[config.mk]
export PLATFORM = sky130hd
export DESIGN_NAME = counter_modulo_prog
export DESIGN_NICKNAME = d
export VERILOG_FILES = /design/src/rtl/counter_modulo_prog.sv
export SDC_FILE = /design/constraint.sdc
export NUM_CORES = 1
export LEC_CHECK = 0
export ABC_AREA = 1
export BUFFER_PORTS_ARGS = -buffer_cell sky130_fd_sc_hd__buf_2
export CAP_MARGIN = 15
export CORE_MARGIN = 2
export CORE_UTILIZATION = 60
export DETAILED_ROUTE_END_ITERATION = 8
export PLACE_DENSITY = 0.84
export SLEW_MARGIN = 10
export SYNTH_ARGS = -nofsm -noshare
export SYNTH_HDL_FRONTEND = slang
export SYNTH_SLANG_ARGS = --single-unit
[constraint.sdc]
create_clock -name clk -period 3.6 [get_ports clk]
set_clock_uncertainty 0.1 [all_clocks]
set_input_delay 0.72 -clock clk [delete_from_list [all_inputs] [get_ports clk]]
set_output_delay 0.72 -clock clk [all_outputs]
set_load 0.05 [all_outputs]
[src/rtl/counter_modulo_prog.sv]
// Runtime-programmable modulo-N up/down counter with synchronous load,
// one-shot halt at the terminal event and a combinational terminal-count output.
module counter_modulo_prog #(
    parameter int MAX_MODULO     = 16,
    parameter int WIDTH          = $clog2(MAX_MODULO),
    parameter int DEFAULT_MODULO = 7
) (
    input  logic             clk,
    input  logic             rst,
    input  logic             ce,
    input  logic             up,
    input  logic             one_shot,
    input  logic             load,
    input  logic [WIDTH-1:0] load_val,
    input  logic             mod_wr,
    input  logic [WIDTH-1:0] term_val,
    output logic [WIDTH-1:0] out,
    output logic             tc,
    output logic             done
);

    typedef enum logic {
        RUN,
        HALT
    } state_t;

    localparam logic [WIDTH-1:0] TERM_RST = WIDTH'(DEFAULT_MODULO - 1);

    state_t           state, state_nxt;
    logic [WIDTH-1:0] val, val_nxt;
    logic [WIDTH-1:0] term, term_nxt;
    logic [WIDTH-1:0] eff_term;
    logic [WIDTH-1:0] val_dec;
    logic             done_nxt;
    logic             at_term;
    logic             step;
    logic             step_wrap;

    assign out = val;

    // NOTE: every variable gets a default at the top of always_comb so no
    // path leaves it unassigned, which would otherwise infer a latch.
    always_comb begin
        at_term   = up ? (val == term) : (val == '0);
        tc        = ce & at_term & (state == RUN) & ~load;
        eff_term  = mod_wr ? term_val : term;
        step      = (state == RUN) & ce & ~load;
        // A step in the same cycle as mod_wr is judged against the new terminal.
        step_wrap = up ? (val >= eff_term) : (val == '0);
        val_dec   = val - 1'b1;

        val_nxt   = val;
        term_nxt  = eff_term;
        state_nxt = state;
        done_nxt  = done;

        if (load) begin
            val_nxt   = (load_val > eff_term) ? eff_term : load_val;
            state_nxt = RUN;
            done_nxt  = 1'b0;
        end else if (step) begin
            if (step_wrap && one_shot) begin
                val_nxt   = up ? eff_term : '0;
                state_nxt = HALT;
                done_nxt  = 1'b1;
            end else if (step_wrap) begin
                val_nxt = up ? '0 : eff_term;
            end else if (up) begin
                val_nxt = val + 1'b1;
            end else begin
                val_nxt = (val_dec > eff_term) ? eff_term : val_dec;
            end
        end else if (mod_wr && (val > term_val)) begin
            // Keeps val within range when the terminal shrinks below it.
            val_nxt = '0;
        end
    end

    // NOTE: sequential state uses non-blocking assignments so every register
    // samples the pre-edge values; rst is synchronous and overrides everything.
    always_ff @(posedge clk) begin
        if (rst) begin
            val   <= '0;
            term  <= TERM_RST;
            state <= RUN;
            done  <= 1'b0;
        end else begin
            val   <= val_nxt;
            term  <= term_nxt;
            state <= state_nxt;
            done  <= done_nxt;
        end
    end

endmodule
# Word-level counts from Yosys, hierarchy flattened
# Cells that the tools add are included.
[totals]
word_cells = 36
memories = 0
latch_bits = 0
output_inout_bits = 6
ram_bits = 0
rom_bits = 0
in_bits = 15
reg_bits = 9
[classes]
n_eq_ne = 1
bitwise = 7
mux = 13
n_mul = 0
reduce_logical = 6
magnitude_cmp = 4
shift = 0
addsub = 2
div_mod_pow = 0
[ops]
columns = ["cell", "count"]
rows = [
  ["2-to-1 mux 4 bit", 11],
  ["> comparator 4 bit", 3],
  ["bitwise AND 1 bit", 5],
  ["adder 4 x 1 -> 4 bit (second input constant)", 1],
  ["equality test 4 bit", 1],
  ["greater-or-equal comparator 4 bit", 1],
  ["zero test 4 bit", 1],
  ["subtractor 4 x 1 -> 4 bit (second input constant)", 1],
  ["nonzero test 3 bit", 1],
  ["logical AND 1 bit", 2],
  ["2-to-1 mux 1 bit", 2],
  ["inverter 1 bit", 2],
  ["AND reduction 2 bit", 1],
  ["OR reduction 2 bit", 1],
]

# Depth between registers and ports, before layout
[depth]
depth_word = 8
mapped_depth = 17
depth_no_buf = 17

# Worst setup path before layout
# Ideal clock, no wire load.
[synth_timing]
path_kind = "register to output"
startpoint = "register val[0] (netlist: out[0])"
endpoint = "output tc"
t_arrival_ns = 2.160
n_path_buf = 0
path_stages_with_launch = 5
t_required_ns = 2.780
setup_slack_ns = 0.620
path_cell_list = "dfxtp_1 > inv_1 > ha_1 > a31oi_4 > nor3_1"
[synth_via]
elab_chain_cells = 5
elab_cells_between_ends = 6
classes_between = "eq/ne: 1; mux: 1; bitwise: 3; reduce/logical: 1"
[synth_rtl]
columns = ["element", "line_no", "text"]
rows = [
  ["start, declared", "30", "logic [WIDTH-1:0] val, val_nxt;"],
  ["start signal, assigned", "88", "val <= val_nxt;"],
  ["equality test 4 bit / zero test 4 bit (equally long branches)", "44", "at_term = up ? (val == term) : (val == '0);"],
  ["2-to-1 mux 1 bit (*)", "44", ""],
  ["bitwise AND 1 bit (*) (3 in series)", "45", "tc = ce & at_term & (state == RUN) & ~load;"],
  ["end, declared", "18", "output logic tc,"],
]
# Mark *: on every way between the ends. The rest lies on a longest branch, timed or not.

# Worst setup path in the final report
[layout_timing]
startpoint = "input mod_wr"
endpoint = "register val[3] (netlist: out[3])"
[layout_via]
elab_chain_cells = 8
elab_cells_between_ends = 17
classes_between = "order compare: 3; mux: 11; reduce/logical: 3"
[layout_rtl]
columns = ["element", "line_no", "text"]
rows = [
  ["start, declared", "15", "input logic mod_wr,"],
  ["2-to-1 mux 4 bit", "46", "eff_term = mod_wr ? term_val : term;"],
  ["> comparator 4 bit", "71", "val_nxt = (val_dec > eff_term) ? eff_term : val_dec;"],
  ["2-to-1 mux 4 bit", "71", ""],
  ["2-to-1 mux 4 bit", "68", "end else if (up) begin"],
  ["2-to-1 mux 4 bit", "66", "end else if (step_wrap) begin"],
  ["2-to-1 mux 4 bit", "62", "if (step_wrap && one_shot) begin"],
  ["2-to-1 mux 4 bit", "61", "end else if (step) begin"],
  ["2-to-1 mux 4 bit", "57", "if (load) begin"],
]
# Several ways; a longest one is shown, not always the timed one.
# A chain may end at the register's enable or synchronous reset.

==> run summary <==
CP Data Required Time: 3650 ps
final hold viol count: 0
Clk Latency, worst-skew pair: 260 ps
simple-gate share of the synthesized area: 28.8%
GRT Overall Usage: 27.6%
drt wl/cell: 12.6 um
adder-cell share of the synthesized area: 19.1%
RSZ-0062 raised after global routing: false
Int Power: 254 uW
Compound-Gate Fraction of Synth Area: 19.3%
Vias/cell: 5.50
sequential area share after synthesis: 14.5%
critical path launch point type: input port
die area: 0.00246 mm^2
Initial Utilization: 63.5%
switching pwr: 245 uW
initial DRC count: 35
crit path max fanout: 9
first-pass GRT wire length: 5280 um
cell row count: 16
Die Y-Extent: 49.6 um
Final setup viols: 0
nets: 254
input/output buffers: 20
routed wire length: 3110 um
Pwr Density: 360 mW/mm^2
hpwl dp: 2550 um
Setup TNS: 0 ps
Critical Path End Type: flop
synthesis-to-layout area growth: 11.4%
post-synthesis register bit count: 9
YS warnings: 0
CTS root buf: clkbuf_4
synthesized net count: 231
Clock Pin Slew Worst Setup and Hold Paths: 60 ps
post-CTS resize count: 0
share of cells above drive strength 1: 16.4%
Hold Path Class: flop to flop
max cap viols: 0
Crit Path Class: input port to flop
cells along the critical path: buf_2, o21ai_1, ha_1, nand2_1, inv_1, nand2_1, nand4_1, nand2_2, nand2_1, nand2_1, nand2_1, nand2_1, a21oi_2
gpl congestion: 0.937
power share of the combinational group: 59.1%
crit path DAT: 2730 ps
Max Slew Vio Count: 0
TritonCTS buffer count: 3
grt total ovfl: 0
mux share of post-synthesis cell area: 0%
Clock Sinks: 9
initial antenna violation count: 0
main combinational cell family by area after synthesis: simple AND/OR/NAND/NOR gates
post-CTS setup buffers: 0
relative slew slack: 57.8%
router iterations before antenna repair: 4
CTS Hold Buffers Added: 0
placed inst area: 0.00136 mm^2
fmax: 373 MHz
DRC: 0
pin count of the biggest net entering global routing: 11
CP delay by family, top: simple AND/OR/NAND/NOR gates
ANT nets after route: 0
post-route cell area: 0.00139 mm^2
min Tclk post-route: 2680 ps
Netlist Area Pre-Place: 0.00124 mm^2
VDD IR max: 0.289 mV
status: completed
Leak Pwr: 0.764 nW
Avg Inst Size Synth: 6.32 um^2
Gate Count Post-Synth: 197
Ports: 21
Die Span X: 49.6 um
period utilization: 74.4%
Buf/Inv on CP: 2
Max Root-Sink Buffers: 2
fin cells: 246
via count: 1352
Slowest Stage Delay on Critical Path: 530 ps
Core Area: 0.00196 mm^2
Finished Core Util: 70.7%
Distinct cells, synth: 27
register share of total power: 25.5%
antenna cell count: 0
CTS tree: built
H-tree depth: 1
sw frac: 49.1%
vias in the first global route: 1216
post-synthesis xor/xnor area fraction: 5.63%
Clk network pwr share: 15.4%
Post-Place Cells: 242
Worst path most repeated cell: nand2_1
Slew @ Worst Pin: 628 ps
Slowest-stage cell, CP: o21ai_1
power by group through the flow:
stage	Sequential (mW)	Combinational [mW]	Clock, mW
6_report	0.127	0.295	0.0767
3_3_place_gp	0.129	0.280	0
3_5_place_dp	0.129	0.290	0
4_1_cts	0.127	0.292	0.0779
2_1_floorplan	0.144	0.208	0
5_1_grt	0.129	0.333	0.0854
worst paths after layout:
kind | depth (start not counted) | from | endpoint | slack, ps
worst max-delay path | 13 | mod_wr | out[3] | 920
worst min-delay path | 2 | term[0] | term[0] | 500
worst max register to register | 15 | out[0] | out[1] | 1070
worst min register to register | 2 | term[0] | term[0] | 500
synthesized netlist by cell type:
| library cell | count | area, um^2 |
|---|---|---|
| nand2_1 | 48 | 180 |
| inv_1 | 32 | 120 |
| ha_1 | 19 | 238 |
| nor2_1 | 17 | 63.8 |
| o21ai_0 | 13 | 65.1 |
| a21oi_1 | 11 | 55.1 |
| dfxtp_1 | 9 | 180 |
| nand3_1 | 9 | 45.0 |
| a21oi_2 | 5 | 43.8 |
| nand4_1 | 5 | 31.3 |
| xnor2_1 | 4 | 35.0 |
| xor2_1 | 4 | 35.0 |
| inv_2 | 3 | 11.3 |
| o21ai_1 | 3 | 15.0 |
| clkinv_1 | 2 | 7.51 |
| nand3_2 | 2 | 20.0 |
| a211oi_1 | 1 | 7.51 |
| a31oi_4 | 1 | 21.3 |
| a41oi_1 | 1 | 8.76 |
| buf_2 | 1 | 5.00 |
| clkbuf_8 | 1 | 13.8 |
| nand2_2 | 1 | 6.26 |
| nor3_1 | 1 | 5.00 |
| nor3b_1 | 1 | 7.51 |
| o21a_1 | 1 | 7.51 |
| o21ai_2 | 1 | 8.76 |
| o21bai_1 | 1 | 7.51 |
sequential cells by signal (all words and copies together) (netlist names):
signal and cells:
out 4, state 1, term 4
layer usage:
layer	wire length [um]	global-route usage [%]	up-vias
met4	74	10.6	0
li1	-	-	684
met5	0	0	-
met2	1540	48.2	63
met3	188	3.33	10
met1	1300	34.3	595
through the flow:
step | hold slack [ps] | power (mW) | setup WS (ps)
CTS | 489 | 0.496 | 974
global route | 562 | 0.548 | 810
floorplan | 410 | 0.351 | 620
global placement | 457 | 0.409 | 745
detailed placement | 480 | 0.419 | 700
finish | 499 | 0.499 | 921
cells in the final DEF (no fill, tap or decap), drive strengths merged:
master,n
nand3,11
xor2,4
a21oi,16
nand4,5
xnor2,4
buf,20
ha,19
nor3b,1
clkinv,2
clkbuf,4
a211oi,1
o21bai,1
a41oi,1
o21ai,17
o21a,1
a31oi,1
nor3,1
nor2,17
dfxtp,9
inv,35
nand2,49
cell type report:
cell class | instances | area, um^2
timing repair buffer | 20 | 100
tap | 27 | 33.8
clock buffer | 4 | 26.3
inverter | 37 | 139
fill | 185 | 576
sequential | 9 | 180
multi-input combinational | 149 | 907
logic make-up after synthesis:
group / Yosys count
fa+ha+maj: 19
buf+inv: 39
flops: 9
xor+xnor: 8
simple gates: 84
compound gates: 38
tightest hold or removal path, delay by kind of cell, from the launching register on:
kind	cells	cell delay (ps)
AO/OA/AOI/OAI	1	120
flip-flops	1	350
AND/OR/NAND/NOR	1	100
Power figures use the tool's default switching activity.
